**src/rtl/multi_buffer_swap_controller.sv**
```systemverilog
// Multi-buffer swap controller: tracks ownership of 2..4 frame buffers
// between a rasterizer and a display scan-out engine, grants free buffers
// to the rasterizer and swaps finished frames onto the display either at
// vertical blank or immediately.
module multi_buffer_swap_controller #(
  parameter int NUM_BUFFERS   = 3,
  parameter int BUF_IDX_WIDTH = 2,
  parameter int SWAP_MODE     = 0
) (
  input  logic                     i_clk,
  input  logic                     i_srst_n,
  input  logic                     i_raster_start,
  input  logic                     i_raster_done,
  input  logic                     i_vblank,
  output logic                     o_raster_grant,
  output logic [BUF_IDX_WIDTH-1:0] o_raster_target,
  output logic [BUF_IDX_WIDTH-1:0] o_display_buffer,
  output logic                     o_new_frame,
  output logic                     o_dropped_frame,
  output logic [15:0]              o_frame_count
);

  typedef logic [BUF_IDX_WIDTH-1:0] idx_t;

  typedef enum logic [1:0] {
    BUF_FREE,
    BUF_RENDERING,
    BUF_READY,
    BUF_DISPLAYED
  } buf_state_t;

  typedef enum logic [1:0] {
    RS_IDLE,
    RS_WAIT,
    RS_OWN
  } rs_state_t;

  buf_state_t buf_state_q [NUM_BUFFERS];
  buf_state_t buf_state_d [NUM_BUFFERS];
  rs_state_t  rs_state_q, rs_state_d;
  idx_t       target_q, target_d;
  idx_t       display_q, display_d;
  logic [15:0] count_q, count_d;
  logic       new_frame_q, new_frame_d;
  logic       dropped_q, dropped_d;

  logic       free_found, ready_found;
  idx_t       free_idx, ready_idx;
  logic       swap_now, grant_now, done_now;

  // Locate the lowest-index FREE buffer and the (single) READY buffer.
  always_comb begin
    // NOTE: every combinational output gets a default first so no path can infer a latch.
    free_found  = 1'b0;
    free_idx    = '0;
    ready_found = 1'b0;
    ready_idx   = '0;
    // Scan high to low so the lowest matching index is the one left standing.
    for (int i = NUM_BUFFERS - 1; i >= 0; i--) begin
      if (buf_state_q[i] == BUF_FREE) begin
        free_found = 1'b1;
        free_idx   = idx_t'(i);
      end
      if (buf_state_q[i] == BUF_READY) begin
        ready_found = 1'b1;
        ready_idx   = idx_t'(i);
      end
    end
  end

  // Rasterizer FSM next state, swap decision and per-buffer state updates.
  always_comb begin
    rs_state_d  = rs_state_q;
    target_d    = target_q;
    display_d   = display_q;
    count_d     = count_q;
    new_frame_d = 1'b0;
    dropped_d   = 1'b0;
    grant_now   = 1'b0;
    done_now    = 1'b0;

    // Swaps look only at registered state, so a frame finishing this cycle
    // cannot be shown until the next swap opportunity.
    swap_now = ready_found && ((SWAP_MODE != 0) || i_vblank);

    // A start that finds a free buffer grants on the very next edge; WAIT
    // only holds a request that arrived while nothing was free.
    unique case (rs_state_q)
      RS_IDLE, RS_WAIT: begin
        if ((rs_state_q == RS_WAIT) || i_raster_start) begin
          if (free_found) begin
            rs_state_d = RS_OWN;
            target_d   = free_idx;
            grant_now  = 1'b1;
          end else begin
            rs_state_d = RS_WAIT;
          end
        end
      end
      RS_OWN: begin
        if (i_raster_done) begin
          rs_state_d = RS_IDLE;
          done_now   = 1'b1;
        end
      end
      default: rs_state_d = RS_IDLE;
    endcase

    if (swap_now) begin
      display_d   = ready_idx;
      count_d     = count_q + 16'd1;
      new_frame_d = 1'b1;
    end

    // An unshown READY frame is replaced only when no swap takes it away.
    dropped_d = done_now && ready_found && !swap_now;

    for (int i = 0; i < NUM_BUFFERS; i++) begin
      buf_state_d[i] = buf_state_q[i];
      if (swap_now && (ready_idx == idx_t'(i))) begin
        buf_state_d[i] = BUF_DISPLAYED;
      end else if (swap_now && (display_q == idx_t'(i))) begin
        buf_state_d[i] = BUF_FREE;
      end else if (dropped_d && (ready_idx == idx_t'(i))) begin
        buf_state_d[i] = BUF_FREE;
      end
      if (grant_now && (free_idx == idx_t'(i))) begin
        buf_state_d[i] = BUF_RENDERING;
      end
      if (done_now && (target_q == idx_t'(i))) begin
        buf_state_d[i] = BUF_READY;
      end
    end
  end

  // State register with synchronous reset; in-flight frames are abandoned.
  always_ff @(posedge i_clk) begin
    if (!i_srst_n) begin
      // NOTE: the buffer state table is reset too -- ownership after reset must be known, not X.
      for (int i = 0; i < NUM_BUFFERS; i++) begin
        buf_state_q[i] <= (i == 0) ? BUF_DISPLAYED : BUF_FREE;
      end
      rs_state_q  <= RS_IDLE;
      target_q    <= '0;
      display_q   <= '0;
      count_q     <= '0;
      new_frame_q <= 1'b0;
      dropped_q   <= 1'b0;
    end else begin
      // NOTE: non-blocking assignments so every register sees pre-edge values.
      buf_state_q <= buf_state_d;
      rs_state_q  <= rs_state_d;
      target_q    <= target_d;
      display_q   <= display_d;
      count_q     <= count_d;
      new_frame_q <= new_frame_d;
      dropped_q   <= dropped_d;
    end
  end

  assign o_raster_grant   = (rs_state_q == RS_OWN);
  assign o_raster_target  = target_q;
  assign o_display_buffer = display_q;
  assign o_new_frame      = new_frame_q;
  assign o_dropped_frame  = dropped_q;
  assign o_frame_count    = count_q;

endmodule
```
**config.mk**
```make
export PLATFORM = sky130hd
export DESIGN_NAME = multi_buffer_swap_controller
export DESIGN_NICKNAME = d
export VERILOG_FILES = /design/src/rtl/multi_buffer_swap_controller.sv
export SDC_FILE = /design/constraint.sdc
export NUM_CORES = 1
export LEC_CHECK = 0
export ABC_AREA = 1
export BUFFER_PORTS_ARGS = -buffer_cell sky130_fd_sc_hd__buf_2
export CELL_PAD_IN_SITES_DETAIL_PLACEMENT = 0
export CELL_PAD_IN_SITES_GLOBAL_PLACEMENT = 1
export CORE_MARGIN = 5
export CORE_UTILIZATION = 41
export DETAILED_ROUTE_END_ITERATION = 8
export PLACE_DENSITY = 0.87
export SLEW_MARGIN = 20
export SYNTH_ARGS = -nofsm -noshare
export SYNTH_HDL_FRONTEND = slang
export SYNTH_SLANG_ARGS = --single-unit
```
**constraint.sdc**
```tcl
create_clock -name i_clk -period 3.3 [get_ports i_clk]
set_clock_uncertainty 0.1 [all_clocks]
set_input_delay 0.33 -clock i_clk [delete_from_list [all_inputs] [get_ports i_clk]]
set_output_delay 0.33 -clock i_clk [all_outputs]
set_load 0.01 [all_outputs]
```
Word level (Yosys, flattened, before mapping). Index checks and enable logic that the tools add are counted.

Equal/unequal tests: 15. Reduce and logical (&&, ||, !) cells: 40. Mux-type cells: 37. Bitwise gates (word level): 1. Add/subtract/negate cells: 1.

Operators with widths (number): $mux W2 (23); $logic_and A1 B1 Y1 (18); $add A16 B1 Y16 const B (1); $eq A2 B2 Y1 const B (8); $logic_not A2 Y1 (8); $reduce_bool A5 Y1 (3); $mux W1 (13); $reduce_bool A4 Y1 (3); $eq A2 B1 Y1 const B (5); $reduce_or A2 Y1 (4); $ne A2 B2 Y1 const B (2); $pmux W2 S2 (1); $reduce_and A3 Y1 (1); $reduce_and A2 Y1 (1); $logic_not A1 Y1 (1); $logic_or A1 B1 Y1 (1); $not A1 Y1 (1).

Register bits after elaboration: 30. Logic and storage cells: 106.

Depth between registers and ports, before layout.
Depth in word-level cells: 13. Depth in mapped cells: 10.

Worst setup path before layout. OpenSTA, ideal clock, no wires.

Path type: reg-to-reg. From: register count_q[0] (netlist: o_frame_count[0]). To: register count_q[8] (netlist: o_frame_count[8]). Path slack: 1795 ps. Data required time: 3090 ps. Arrival: 1296 ps. Clock period less this slack: 1505 ps. Buffers on the path: 0. Setup time: 110 ps. Cell stages (with the launch flop): 9. Cell sequence: dfxtp_1 ha_1 nand3_1 nor2_1 nand2_2 nor2_1 nand2_1 nand2_1 nor2_2.

Word-level cells in the longest chain between the ends: 1.

Ends and longest elaborated chain: from (decl) (line 43) `logic [15:0] count_q, count_d;`; from (signal assigned) (line 155) `count_q <= count_d;`; $add A16 B1 Y16 (line 111) `count_d = count_q + 16'd1;`.

Every way passes these cells. A chain may end at the register's enable or synchronous reset.

Worst setup path in the final report.
From: register count_q[0] (netlist: o_frame_count[0]). To: register count_q[14] (netlist: o_frame_count[14]).

Same word-level chain as after synthesis.

==> reports/qor.tcl <==
set qor(postSynthNetCount) 266
set qor(io_pins) 28
set qor(p_leak_nw) 0.843
set qor(total_area_of_multi_input_combinational_cells_um2) 891
set qor(cts_buffer_depth) 2
set qor(placed_cell_area_um2) 1830
set qor(detailroute.wirelength.met2_mm) 1.85
set qor(outcome) {finished, final reports clean}
set qor(hpwlAfterDp_mm) 2.96
set qor(via_count) 1677
set qor(share_comb_of_total_power_pct) 11.7
set qor(critPathMaxStageDelay_ps) 460
set qor(met3RoutedLength_um) 206
set qor(reg2regPathDepth) 8
set qor(period_minus_slack_ps) 1610
set qor(port_buffers) 27
set qor(grt_pass1_vias) 1546
set qor(worst_ep_required_time_ps) 3330
set qor(initial_core_util_pct) 42.2
set qor(cts.repair_timing.setup_buffer_count) 0
set qor(initial_antenna_violation_count) 0
set qor(area_growth_syn_to_layout_pct) 14.8
set qor(vdd_drop_max_v) 0.000176
set qor(power_density_nw_per_um2) 413
set qor(postSynthAreaPerCell_um2) 6.44
set qor(worstMarginPinSlew_ps) 751
set qor(globalRouteTotalUtil_pct) 16.9
set qor(finalSetupViolations) 0
set qor(grt_first_pass_wirelength_mm) 6.99
set qor(ys.warnings.count) 0
set qor(hold_viol) 0
set qor(crit_path_start_kind) {register}
set qor(timing.critical_path.mode_cell) {nand2_1}
set qor(slew_headroom_pct) 49.9
set qor(worstHoldPathType) {primary input to register}
set qor(design.core.area_um2) 3970
set qor(fraction_of_final_layout_cells_with_drive_strength_greater_than_1_pct) 18.7
set qor(clock_latency_ps) 280
set qor(cpLargestDelayFamily) {simple AND/OR/NAND/NOR gates}
set qor(finish.net_count) 294
set qor(power.clock.fraction_pct) 39.2
set qor(swShare_pct) 27.8
set qor(critical_path.n_buffers_inverters) 0
set qor(drv_cap) 0
set qor(vias_per_cell) 4.95
set qor(cp_max_fo) 7
set qor(syn-cell-area_um2) 1670
set qor(setup_repair_after_global_routing_missed_its_margin) {false}
set qor(worst_setup_path_end_kind) {register}
set qor(max_clock_freq_ghz) 0.620
set qor(postCtsResizedCells) 0
set qor(finalHoldWorstSlack_ps) 228
set qor(critPathKind) {register to register}
set qor(share_of_the_yosys_chip_area_belonging_to_registers_pct) 35.9
set qor(count_of_antenna_diodes_in_the_layout) 0
set qor(cts.sink_count) 30
set qor(crit_path_cell_trace) {ha_1 > nand3_1 > nor2_1 > nand3_1 > nand2_1 > nand2_1 > nand2_1 > a21oi_1}
set qor(post-route-drc-count) 0
set qor(final_cell_area_um2) 1920
set qor(detail_route.wirelength_mm) 4.01
set qor(floorplan.die.width_um) 73.9
set qor(htreeDepth) 2
set qor(detail_route.wirelength.met1_mm) 1.85
set qor(synth_seq_cells) 30
set qor(crit_path_start) {o_frame_count[0]}
set qor(final_max_slew_viol_count) 0
set qor(worstHoldStart) {i_raster_done}
set qor(post-route-period-util_pct) 48.9
set qor(die_area_um2) 5460
set qor(placementRows) 23
set qor(cts_hold_repair.buffers) 0
set qor(grt_max_degree) 21
set qor(worst_hold_path.num_cells) 4
set qor(r2r-start) {o_frame_count[0]}
set qor(grt_remaining_overflow) 0
set qor(fin_total_pwr_mw) 0.793
set qor(cell_internal_pwr_mw) 0.573
set qor(ant_nets) 0
set qor(cts_tree) {yes}
set qor(final.setup.tns_ps) 0
set qor(seq_area_um2) 601
set qor(drt_pass1_iterations) 4
set qor(detail_route.wl_per_cell_um) 11.8
set qor(clock-root-buffer) {clkbuf_8}
set qor(seqPwrFrac_pct) 49.1
set qor(route.top_layer_used) {met4}
set qor(timing.final.ws_setup_ps) 1690
set qor(floorplan.die.height_um) 73.9
set qor(pre_cts_slack_ps) 1730
set qor(routability_driven_placement_congestion_ratio) 0.813
set qor(crit_path_top_delay_cell) {dfxtp_1}
set qor(netlist-cell-type-count) 29
set qor(worst-endpoint-arrival_ps) 1640
set qor(fill_cells) 421
set qor(syn_inst) 260
set qor(p_sw_mw) 0.220
set qor(cts_buffers) 5
set qor(drt_first_iter_violations) 62
set qor(critical_path_depth) 8
set qor(cts.clk_slew.worst_paths_ps) 70
[path summary, 6_finish.rpt]
kind | end | slack (ps)
worst min register to register | rs_state_q[0] | 350
worst max register to register | o_frame_count[14] | 1690
worst max-delay path | o_frame_count[14] | 1690
worst min-delay path | rs_state_q[1] | 230
[final cells by class]
type | count | area share (%)
inverter | 36 | 7.16
timing repair buffer | 27 | 7.03
sequential | 30 | 31.3
clock buffer | 6 | 4.30
clock inverter | 2 | 0.651
multi-input combinational | 188 | 46.4
tap | 50 | 3.26
[Yosys cell counts]
| master | count | area share, % |
|---|---|---|
| a21oi_1 | 18 | 5.4 |
| a21oi_2 | 2 | 1.0 |
| a31oi_1 | 2 | 0.75 |
| and3_1 | 1 | 0.37 |
| buf_2 | 2 | 0.60 |
| buf_6 | 2 | 1.3 |
| clkbuf_1 | 1 | 0.22 |
| dfxtp_1 | 30 | 36 |
| dlygate4sd1_1 | 1 | 0.52 |
| ha_1 | 1 | 0.75 |
| inv_1 | 33 | 7.4 |
| inv_2 | 2 | 0.45 |
| inv_4 | 1 | 0.37 |
| nand2_1 | 74 | 17 |
| nand2_2 | 7 | 2.6 |
| nand2_4 | 1 | 0.67 |
| nand3_1 | 20 | 6.0 |
| nand3_2 | 1 | 0.60 |
| nand3b_1 | 1 | 0.45 |
| nand4_1 | 7 | 2.6 |
| nor2_1 | 30 | 6.7 |
| nor2_2 | 3 | 1.1 |
| nor2_4 | 2 | 1.3 |
| nor3_1 | 3 | 0.90 |
| nor4_1 | 1 | 0.37 |
| o21ai_0 | 10 | 3.0 |
| o21bai_1 | 2 | 0.90 |
| xnor2_1 | 1 | 0.52 |
| xor2_1 | 1 | 0.52 |
[power groups by stage]
stage | sequential [mW] | clock, mW | combinational (mW)
finish | 0.389 | 0.310 | 0.0928
global route | 0.392 | 0.345 | 0.108
CTS | 0.389 | 0.330 | 0.0938
detailed placement | 0.398 | 0 | 0.0936
global placement | 0.397 | 0 | 0.0939
floorplan | 0.398 | 0 | 0.0718
[metal layers]
| layer | track usage (%) | up-vias |
|---|---|---|
| met1 | 20.9 | 747 |
| met5 | 0 | - |
| met2 | 27.4 | 37 |
| met3 | 4.38 | 8 |
| li1 | - | 885 |
| met4 | 7.65 | 0 |
[through the flow]
| stage | utilization [%] | cells |
|---|---|---|
| 6_report | 48.4 | 339 |
| 5_1_grt | 48.4 | 339 |
| 4_1_cts | 48.4 | 339 |
| 3_5_place_dp | 46.0 | 331 |
| 3_3_place_gp | 46.0 | 331 |
| 2_1_floorplan | - | 260 |
[logic make-up after synthesis]
family / share of synthesized area [%]
AND/OR/NAND/NOR: 40.4
buffers and inverters: 10.9
AO/OA/AOI/OAI: 11.1
flip-flops: 35.9
XOR/XNOR: 1.05
adder cells (fa/ha/maj): 0.747
[cells in the final DEF (no fill, tap or decap), types with 2 or more instances in the layout]
cell	Yosys	final
nor2_2	3	3
nor2_4	2	2
inv_1	33	33
nand2_1	74	74
o21ai_0	10	10
nand2_2	7	7
a21oi_2	2	2
a31oi_1	2	2
clkbuf_8	0	6
nor3_1	3	3
nand3_1	20	20
nand4_1	7	7
nor2_1	30	30
dfxtp_1	30	30
o21bai_1	2	2
buf_2	2	27
a21oi_1	18	18
inv_2	2	2
[worst register-to-register path: stages (launching register included)]
cell and delay, ps:
dfxtp_1 460, ha_1 280, nand3_1 100, nor2_1 210, nand3_1 100, nand2_1 70, nand2_1 50, nand2_1 50
a21oi_1 50
[state kept, by name (all words and copies together) (netlist names)]
| name | count |
|---|---|
| o_display_buffer | 2 |
| o_raster_target | 2 |
| o_new_frame | 1 |
| buf_state_q | 6 |
| o_frame_count | 16 |
| rs_state_q | 2 |
| o_dropped_frame | 1 |
Note: power is estimated with default switching activity, not from simulation.
